`config.mk`:
```
export PLATFORM = sky130hd
export DESIGN_NAME = seq_fixedpoint_sin
export DESIGN_NICKNAME = d
export VERILOG_FILES = /design/src/rtl/fixedpoint_sin_pkg.sv /design/src/rtl/comb_FixedPointZoom.sv /design/src/rtl/cordic_rot_step.sv /design/src/rtl/seq_fixedpoint_sin.sv
export SDC_FILE = /design/constraint.sdc
export NUM_CORES = 1
export LEC_CHECK = 0
export ABC_CLOCK_PERIOD_IN_PS = 6020
export BUFFER_PORTS_ARGS = -buffer_cell sky130_fd_sc_hd__buf_2
export CAP_MARGIN = 20
export CORE_MARGIN = 2
export CORE_UTILIZATION = 58
export CTS_CLUSTER_DIAMETER = 120
export DETAILED_ROUTE_END_ITERATION = 8
export PLACE_DENSITY_LB_ADDON = 0.2
export SYNTH_ARGS = -nofsm -noshare
export SYNTH_HDL_FRONTEND = slang
export SYNTH_SLANG_ARGS = --single-unit
```
`constraint.sdc`:
```
create_clock -name clk -period 6.02 [get_ports clk]
set_input_delay 0.602 -clock clk [delete_from_list [all_inputs] [get_ports clk]]
set_output_delay 0.602 -clock clk [all_outputs]
set_load 0.1 [all_outputs]
```
`src/rtl/fixedpoint_sin_pkg.sv`:
```
// Shared types and constants for the sequential CORDIC sine unit.
// Angles and gains are stored in 4.28 and rescaled to the datapath format at elaboration.
package fixedpoint_sin_pkg;

    typedef enum logic [1:0] {
        IDLE  = 2'd0,
        RANGE = 2'd1,
        ITER  = 2'd2,
        DONE  = 2'd3
    } state_t;

    localparam int WRI = 4;
    localparam int QF  = 28;

    localparam logic signed [31:0] HALFPI_Q28 = 32'sh1921fb54;
    localparam logic signed [31:0] XINIT_Q28  = 32'sh09b75555;

    function automatic logic signed [31:0] atan_q28(input logic [3:0] idx);
        case (idx)
            4'd0:    atan_q28 = 32'sh0c90fdaa;
            4'd1:    atan_q28 = 32'sh076b19c1;
            4'd2:    atan_q28 = 32'sh03eb6ebf;
            4'd3:    atan_q28 = 32'sh01fd5ba9;
            4'd4:    atan_q28 = 32'sh00ffaadd;
            4'd5:    atan_q28 = 32'sh007ff556;
            4'd6:    atan_q28 = 32'sh003ffeaa;
            4'd7:    atan_q28 = 32'sh001fffd5;
            4'd8:    atan_q28 = 32'sh000ffffb;
            4'd9:    atan_q28 = 32'sh0007ffff;
            4'd10:   atan_q28 = 32'sh00040000;
            4'd11:   atan_q28 = 32'sh00020000;
            4'd12:   atan_q28 = 32'sh00010000;
            4'd13:   atan_q28 = 32'sh00008000;
            4'd14:   atan_q28 = 32'sh00004000;
            4'd15:   atan_q28 = 32'sh00002000;
            default: atan_q28 = 32'sh00000000;
        endcase
    endfunction

    // Round-to-nearest rescale of a 4.28 value to wrf fractional bits.
    function automatic logic signed [31:0] q28_to_fix(input logic signed [31:0] v, input int wrf);
        logic signed [31:0] half;
        if (wrf < QF) begin
            half       = 32'sd1 <<< (QF - wrf - 1);
            q28_to_fix = (v + half) >>> (QF - wrf);
        end else begin
            half       = 32'sd0;
            q28_to_fix = v + half;
        end
    endfunction

endpackage

```
`src/rtl/comb_FixedPointZoom.sv`:
```
// Combinational fixed-point format converter: realigns the binary point with optional
// round-to-nearest, then saturates (or wraps) into the output integer range with flags.
module comb_FixedPointZoom #(
    parameter int WII   = 8,
    parameter int WIF   = 8,
    parameter int WOI   = 8,
    parameter int WOF   = 8,
    parameter int ROOF  = 1,
    parameter int ROUND = 1
) (
    input  logic [WII+WIF-1:0] in,
    output logic [WOI+WOF-1:0] out,
    output logic               upflow,
    output logic               downflow
);
    localparam int WIN   = WII + WIF;
    localparam int WOUT  = WOI + WOF;
    localparam int WW    = WIN + WOUT + 2;
    localparam int SH_UP = (WOF > WIF) ? (WOF - WIF) : 0;
    localparam int SH_DN = (WIF > WOF) ? (WIF - WOF) : 0;
    localparam int SH_H  = (SH_DN > 0) ? (SH_DN - 1) : 0;

    localparam logic signed [WW-1:0] ONE_W = {{(WW-1){1'b0}}, 1'b1};
    localparam logic signed [WW-1:0] HALF  = (ROUND != 0 && SH_DN > 0) ? (ONE_W <<< SH_H) : {WW{1'b0}};
    localparam logic signed [WW-1:0] MAXV  = {{(WW-WOUT+1){1'b0}}, {(WOUT-1){1'b1}}};
    localparam logic signed [WW-1:0] MINV  = {{(WW-WOUT+1){1'b1}}, {(WOUT-1){1'b0}}};

    logic signed [WW-1:0] ext_s;
    logic signed [WW-1:0] scl_s;

    assign ext_s = {{(WW-WIN){in[WIN-1]}}, in};
    assign scl_s = ((ext_s <<< SH_UP) + HALF) >>> SH_DN;

    // Range check and saturation into the output word.
    always_comb begin
        upflow   = 1'b0;
        downflow = 1'b0;
        out      = scl_s[WOUT-1:0];
        if (scl_s > MAXV) begin
            upflow = 1'b1;
            if (ROOF != 0) begin
                out = MAXV[WOUT-1:0];
            end else begin
                out = scl_s[WOUT-1:0];
            end
        end else if (scl_s < MINV) begin
            downflow = 1'b1;
            if (ROOF != 0) begin
                out = MINV[WOUT-1:0];
            end else begin
                out = scl_s[WOUT-1:0];
            end
        end else begin
            upflow   = 1'b0;
            downflow = 1'b0;
        end
    end

endmodule

```
`src/rtl/cordic_rot_step.sv`:
```
// One CORDIC micro-rotation in rotation mode, steering z towards target.
module cordic_rot_step #(
    parameter int W = 16
) (
    input  logic signed [W-1:0] x_i,
    input  logic signed [W-1:0] y_i,
    input  logic signed [W-1:0] z_i,
    input  logic signed [W-1:0] target_i,
    input  logic        [3:0]   shift_i,
    input  logic signed [W-1:0] atan_i,
    output logic signed [W-1:0] x_o,
    output logic signed [W-1:0] y_o,
    output logic signed [W-1:0] z_o
);
    // Rotate towards the target; equality rotates negatively.
    always_comb begin
        if (target_i > z_i) begin
            x_o = x_i - (y_i >>> shift_i);
            y_o = y_i + (x_i >>> shift_i);
            z_o = z_i + atan_i;
        end else begin
            x_o = x_i + (y_i >>> shift_i);
            y_o = y_i - (x_i >>> shift_i);
            z_o = z_i - atan_i;
        end
    end

endmodule

```
`src/rtl/seq_fixedpoint_sin.sv`:
```
// Multi-cycle CORDIC sine: range check, N_ITER shared micro-rotations, then a held result
// behind a valid/ready handshake.
module seq_fixedpoint_sin
    import fixedpoint_sin_pkg::*;
#(
    parameter int WII    = 4,
    parameter int WIF    = 8,
    parameter int WOI    = 2,
    parameter int WOF    = 12,
    parameter int ROOF   = 1,
    parameter int ROUND  = 1,
    parameter int N_ITER = 8
) (
    input  logic                 clk,
    input  logic                 rst,
    input  logic                 i_valid,
    output logic                 i_ready,
    input  logic [WII+WIF-1:0]   in,
    output logic                 o_valid,
    input  logic                 o_ready,
    output logic [WOI+WOF-1:0]   out,
    output logic                 upflow,
    output logic                 downflow
);
    localparam int WRF = (WOF > WIF) ? WOF : WIF;
    localparam int WR  = WRI + WRF;

    localparam logic signed [WR-1:0] HALFPI_R = WR'(q28_to_fix(HALFPI_Q28, WRF));
    localparam logic signed [WR-1:0] XINIT_R  = WR'(q28_to_fix(XINIT_Q28, WRF));
    localparam logic signed [WR-1:0] ONE_R    = {{(WRI-1){1'b0}}, 1'b1, {WRF{1'b0}}};
    localparam logic        [3:0]    CNT_LAST = 4'(N_ITER - 1);

    state_t state_q, state_d;
    logic signed [WR-1:0] x_q, x_d, y_q, y_d, z_q, z_d, tgt_q, tgt_d;
    logic        [3:0]    cnt_q, cnt_d;
    logic [WOI+WOF-1:0]   out_q, out_d;
    logic                 up_q, up_d, dn_q, dn_d, o_valid_q, o_valid_d;

    logic [WR-1:0]        tgt_conv_s;
    logic                 unused_in_up_s, unused_in_dn_s;
    logic signed [WR-1:0] atan_s, x_n_s, y_n_s, z_n_s;
    logic [WOI+WOF-1:0]   res_s;
    logic                 res_up_s, res_dn_s, rng_up_s, rng_dn_s, done_entry_s;

    comb_FixedPointZoom #(
        .WII(WII), .WIF(WIF), .WOI(WRI), .WOF(WRF), .ROOF(0), .ROUND(1)
    ) u_in_zoom (
        .in(in), .out(tgt_conv_s), .upflow(unused_in_up_s), .downflow(unused_in_dn_s)
    );

    cordic_rot_step #(.W(WR)) u_step (
        .x_i(x_q), .y_i(y_q), .z_i(z_q), .target_i(tgt_q), .shift_i(cnt_q), .atan_i(atan_s),
        .x_o(x_n_s), .y_o(y_n_s), .z_o(z_n_s)
    );

    comb_FixedPointZoom #(
        .WII(WRI), .WIF(WRF), .WOI(WOI), .WOF(WOF), .ROOF(ROOF), .ROUND(ROUND)
    ) u_out_zoom (
        .in(y_d), .out(res_s), .upflow(res_up_s), .downflow(res_dn_s)
    );

    // Arctangent ROM indexed by the iteration counter.
    always_comb begin
        atan_s = WR'(q28_to_fix(atan_q28(cnt_q), WRF));
    end

    // State register.
    always_ff @(posedge clk) begin
        if (rst) begin
            state_q <= IDLE;
        end else begin
            state_q <= state_d;
        end
    end

    // Next-state logic.
    always_comb begin
        state_d = state_q;
        case (state_q)
            IDLE: begin
                if (i_valid) state_d = RANGE;
                else         state_d = IDLE;
            end
            RANGE: begin
                if (tgt_q[WR-1] || (tgt_q > HALFPI_R)) state_d = DONE;
                else                                   state_d = ITER;
            end
            ITER: begin
                if (cnt_q == CNT_LAST) state_d = DONE;
                else                   state_d = ITER;
            end
            DONE: begin
                if (o_ready) state_d = IDLE;
                else         state_d = DONE;
            end
            default: state_d = IDLE;
        endcase
    end

    // Datapath next values; out-of-range results are forced into y so they share the output path.
    always_comb begin
        x_d      = x_q;
        y_d      = y_q;
        z_d      = z_q;
        tgt_d    = tgt_q;
        cnt_d    = cnt_q;
        rng_up_s = 1'b0;
        rng_dn_s = 1'b0;
        case (state_q)
            IDLE: begin
                if (i_valid) tgt_d = tgt_conv_s;
                else         tgt_d = tgt_q;
            end
            RANGE: begin
                if (tgt_q[WR-1]) begin
                    y_d      = {WR{1'b0}};
                    rng_dn_s = 1'b1;
                end else if (tgt_q > HALFPI_R) begin
                    y_d      = ONE_R;
                    rng_up_s = 1'b1;
                end else begin
                    x_d   = XINIT_R;
                    y_d   = {WR{1'b0}};
                    z_d   = {WR{1'b0}};
                    cnt_d = 4'd0;
                end
            end
            ITER: begin
                x_d   = x_n_s;
                y_d   = y_n_s;
                z_d   = z_n_s;
                cnt_d = cnt_q + 4'd1;
            end
            DONE:    cnt_d = cnt_q;
            default: cnt_d = cnt_q;
        endcase
    end

    // Output outputs: result captured once on entry to DONE and held until consumed.
    always_comb begin
        done_entry_s = (state_d == DONE) && (state_q != DONE);
        o_valid_d    = (state_d == DONE);
        if (done_entry_s) begin
            out_d = res_s;
            up_d  = res_up_s | rng_up_s;
            dn_d  = res_dn_s | rng_dn_s;
        end else begin
            out_d = out_q;
            up_d  = up_q;
            dn_d  = dn_q;
        end
    end

    // Datapath and output registers.
    always_ff @(posedge clk) begin
        if (rst) begin
            x_q       <= {WR{1'b0}};
            y_q       <= {WR{1'b0}};
            z_q       <= {WR{1'b0}};
            tgt_q     <= {WR{1'b0}};
            cnt_q     <= 4'd0;
            out_q     <= {(WOI+WOF){1'b0}};
            up_q      <= 1'b0;
            dn_q      <= 1'b0;
            o_valid_q <= 1'b0;
        end else begin
            x_q       <= x_d;
            y_q       <= y_d;
            z_q       <= z_d;
            tgt_q     <= tgt_d;
            cnt_q     <= cnt_d;
            out_q     <= out_d;
            up_q      <= up_d;
            dn_q      <= dn_d;
            o_valid_q <= o_valid_d;
        end
    end

    assign i_ready  = (state_q == IDLE);
    assign o_valid  = o_valid_q;
    assign out      = out_q;
    assign upflow   = up_q;
    assign downflow = dn_q;

endmodule
```
==> summary.txt <==
crit path max-delay cell type = sky130_fd_sc_hd__mux4_2
number of buffer cells added on primary ports = 33
final routed wire length divided by cell count = 16.8 um
area of the core = 14400 sq um
max-slew violation count = 0
largest cells by area after synthesis = sky130_fd_sc_hd__dfxtp_1 23%, sky130_fd_sc_hd__ha_1 11%, sky130_fd_sc_hd__mux4_2 8.8%
boundary pin count = 34
first-iteration detailed-routing DRC count = 448
status = finished clean
final net count = 1143
worst path setup slack after routing = 0.435 ns
setup repair after global routing missed its margin = false
Final period util = 0.928
footprint of the flip-flops and latches = 1930 sq um
antenna violations before repair = 0
area growth from synthesis to layout = 8.45%
post-route core utilization = 0.638
setup TNS = 0 ns
total DRC errors in the routed layout = 0
number of endpoints failing setup at the final stage = 0
Reg2Reg Capture Point = out[6]
routability congestion estimate from global placement = 0.937
number of synthesized flops with an enable pin = 0
minimum period implied by the final worst setup slack = 5.59 ns
Hold Path Depth = 3
fraction of final layout cells sized beyond drive strength 1 = 0.128
startpoint of the worst hold path = in[1]
vias post-DR = 7628
Congestion Overflow GR = 0
worst slew pin tran = 0.770 ns
initial core utilization = 0.588
worst-case headroom to the max-slew limit = 0.486
Final Hold Vio Count = 0
data arrival time of the worst path = 5.86 ns
number of buffer and inverter instances along the worst setup path = 1
worst reg2reg startpoint = cnt_q[0]
overall power of the completed layout = 3.05 mW
number of inserted diodes = 0
number of levels in the clock H-tree = 3
Global Route Usage Sum = 0.269
number of vias per cell = 6.15
Worst Path Required = 6.29 ns
number of distinct library cell variants in the gate-level netlist after synthesis = 73
leakage power of the design = 3.77 nW
worst slack, placed = 0.0249 ns
area share of the largest cell type after synthesis = 0.227
overall die height = 125 um
worst setup path class = register to register
internal reg-to-reg setup slack = 0.43 ns
Maximum Capacitance Violations = 0
cts bufs inserted = 9
antenna viol nets, final = 0
clock tree from TritonCTS = yes
capturing element type of the critical path = register
DIE AREA = 15600 sq um
clk_skew = 0.0103 ns
fraction of the yosys area taken by sequential cells = 0.227
Die Width = 125 um
sort of element at the start of the critical path = register
Reg2Reg Depth = 20
pin count of the biggest net entering global routing = 58
combined area of the multi-input logic cells = 6190 sq um
cell breakdown of the critical path = mux4_2 > mux4_2 > or2_1 > or4b_1 > nand2b_1 > or3_1 > a211oi_1 > a31oi_1 > nor2_1 > ha_1 > a21oi_2 > o21ai_0 > a41oi_2 > nor3_1 > o21ai_0 > nand4_1 > o21ai_4 > buf_4 > nand2_1 > a211oi_1
row count = 44
wire length after detailed routing = 20900 um
Synth Net Count = 1128
insertion delay of the later-clocked pin in the worst-skew pair = 0.36 ns
clock-pin slew on the worst setup and hold paths = 0.08 ns
cell family with most CP delay = simple AND/OR/NAND/NOR gates
root buffer cell = sky130_fd_sc_hd__clkbuf_16
maximum fanout encountered on the critical timing path = 12
area leader, netlist = sky130_fd_sc_hd__dfxtp_1
synthesis warning total = 0
achievable frequency = 179 MHz
first-pass GRT wire length = 34500 um
synthesized instance count = 1036
CTS sink cnt = 96
Mapped Area = 8450 sq um
type of the tightest min-delay check = input port to register
IR Drop Worst-Case VDD = 0.201 mV
vias in the first global route = 7076
fraction of registers with async set or reset after synthesis = 0
number of filler cells placed in the layout = 1230
HPWL after DPL = 15900 um
worst min-delay path endpoint = tgt_q[5]
flip-flop cell with the highest count after synthesis = sky130_fd_sc_hd__dfxtp_1
Power Density = 333 nW/um^2
delay contributed by the slowest stage of the critical path = 0.58 ns
flip-flop and latch count after synthesis = 96
Mean Syn Cell Area = 8.16 sq um
first-pass detailed-route iteration total = 5
Max Buffers Root-to-Sink = 2
==> metrics by stage <==
stage / hold slack (ns) / cells / area [sq um]
3_5_place_dp: 0.473 / 1223 / 8820
2_1_floorplan: 0.449 / 1036 / 8450
6_report: 0.477 / 1240 / 9170
4_1_cts: 0.467 / 1239 / 9120
3_3_place_gp: 0.469 / 1223 / 8820
5_1_grt: 0.482 / 1240 / 9170
==> logic make-up (layout without fill, tap and decap cells) <==
group	Yosys count	in the layout	synth area share
AO/OA/AOI/OAI	267	267	0.210
multiplexers	60	60	0.122
XOR/XNOR	81	81	0.0840
flip-flops	96	96	0.227
adder cells (fa/ha/maj)	76	76	0.115
AND/OR/NAND/NOR	357	357	0.196
buffers and inverters	99	119	0.0456
==> routing by layer <==
metal  up-vias  track usage  share of wire
li1       3789            -              -
met1      3584        0.354           0.44
met2       228        0.455           0.48
met3        27       0.0494          0.060
met4         0       0.0720          0.015
met5         -            0              0
==> power breakdown <==
| part | leakage, nW | internal (mW) | switching, mW |
|---|---|---|---|
| Clock | 0.145 | 0.299 | 0.275 |
| Combinational | 2.84 | 0.719 | 0.995 |
| Sequential | 0.782 | 0.691 | 0.0710 |
| Total | 3.77 | 1.71 | 1.34 |
==> what timing repair did <==
item	4_1_cts	5_1_grt
resized for setup	1	5
pin swaps	0	1
buffers inserted	0	1
endpoints found under the setup margin	5	14
hold buffers	0	0
gates cloned	0	0
==> worst min-delay path, cell delays in order <==
cell and delay [ns]:
sky130_fd_sc_hd__buf_2 0.10, sky130_fd_sc_hd__nand2_1 0.04, sky130_fd_sc_hd__a21oi_1 0.05
==> worst max path at each step <==
stage              from  endpoint  cells past startpoint
5_1_grt        cnt_q[0]    out[2]                     20
3_3_place_gp   cnt_q[0]    out[0]                     19
4_1_cts        cnt_q[0]    upflow                     19
3_5_place_dp   cnt_q[0]    upflow                     19
2_1_floorplan  cnt_q[1]   x_q[14]                     23
6_report       cnt_q[0]    out[6]                     20
==> area by class of cell <==
cell class	instances	share of cell area
sequential	96	0.210
inverter	48	0.0197
clock inverter	6	0.00560
timing repair buffer	55	0.0374
tap	184	0.0251
multi-input combinational	841	0.676
clock buffer	10	0.0261
==> Yosys cell counts (8+ instances only) <==
cell type	instances
sky130_fd_sc_hd__nor2_1	128
sky130_fd_sc_hd__dfxtp_1	96
sky130_fd_sc_hd__nand2_1	96
sky130_fd_sc_hd__ha_1	73
sky130_fd_sc_hd__a21oi_1	67
sky130_fd_sc_hd__xnor2_1	52
sky130_fd_sc_hd__o21ai_0	50
sky130_fd_sc_hd__inv_1	48
sky130_fd_sc_hd__clkbuf_1	40
sky130_fd_sc_hd__mux4_2	33
sky130_fd_sc_hd__a211oi_1	31
sky130_fd_sc_hd__xor2_1	29
sky130_fd_sc_hd__nor2b_1	25
sky130_fd_sc_hd__nor3_1	19
sky130_fd_sc_hd__nand3_1	17
sky130_fd_sc_hd__a21o_1	15
sky130_fd_sc_hd__nand2b_1	15
sky130_fd_sc_hd__mux2i_1	14
sky130_fd_sc_hd__a22oi_1	13
sky130_fd_sc_hd__mux2_2	13
sky130_fd_sc_hd__or3_1	11
sky130_fd_sc_hd__a31oi_1	10
sky130_fd_sc_hd__and2_1	10
sky130_fd_sc_hd__o21a_1	10
sky130_fd_sc_hd__o21bai_1	8
==> layout by cell type, fill, tap and decap left out, types with 6 or more instances in the layout <==
master	instances
sky130_fd_sc_hd__nand2_1	96
sky130_fd_sc_hd__a22o_1	7
sky130_fd_sc_hd__and2_1	10
sky130_fd_sc_hd__o21a_1	10
sky130_fd_sc_hd__a211oi_1	31
sky130_fd_sc_hd__clkbuf_16	9
sky130_fd_sc_hd__o21bai_1	8
sky130_fd_sc_hd__nor2b_1	25
sky130_fd_sc_hd__a22oi_1	13
sky130_fd_sc_hd__ha_1	73
sky130_fd_sc_hd__o21ai_0	50
sky130_fd_sc_hd__mux4_2	33
sky130_fd_sc_hd__xnor2_1	52
sky130_fd_sc_hd__nand4_1	6
sky130_fd_sc_hd__buf_4	21
sky130_fd_sc_hd__inv_1	48
sky130_fd_sc_hd__mux2i_1	13
sky130_fd_sc_hd__or3_1	11
sky130_fd_sc_hd__a21oi_1	66
sky130_fd_sc_hd__buf_2	33
sky130_fd_sc_hd__nor2_1	127
sky130_fd_sc_hd__a31oi_1	10
sky130_fd_sc_hd__o31ai_1	6
sky130_fd_sc_hd__nand2b_1	15
sky130_fd_sc_hd__xor2_1	29
sky130_fd_sc_hd__mux2_2	13
sky130_fd_sc_hd__dfxtp_1	94
sky130_fd_sc_hd__and3_1	6
sky130_fd_sc_hd__a21o_1	15
sky130_fd_sc_hd__nand3_1	17
sky130_fd_sc_hd__nor3_1	18
Note: power is estimated with default switching activity, not from simulation.
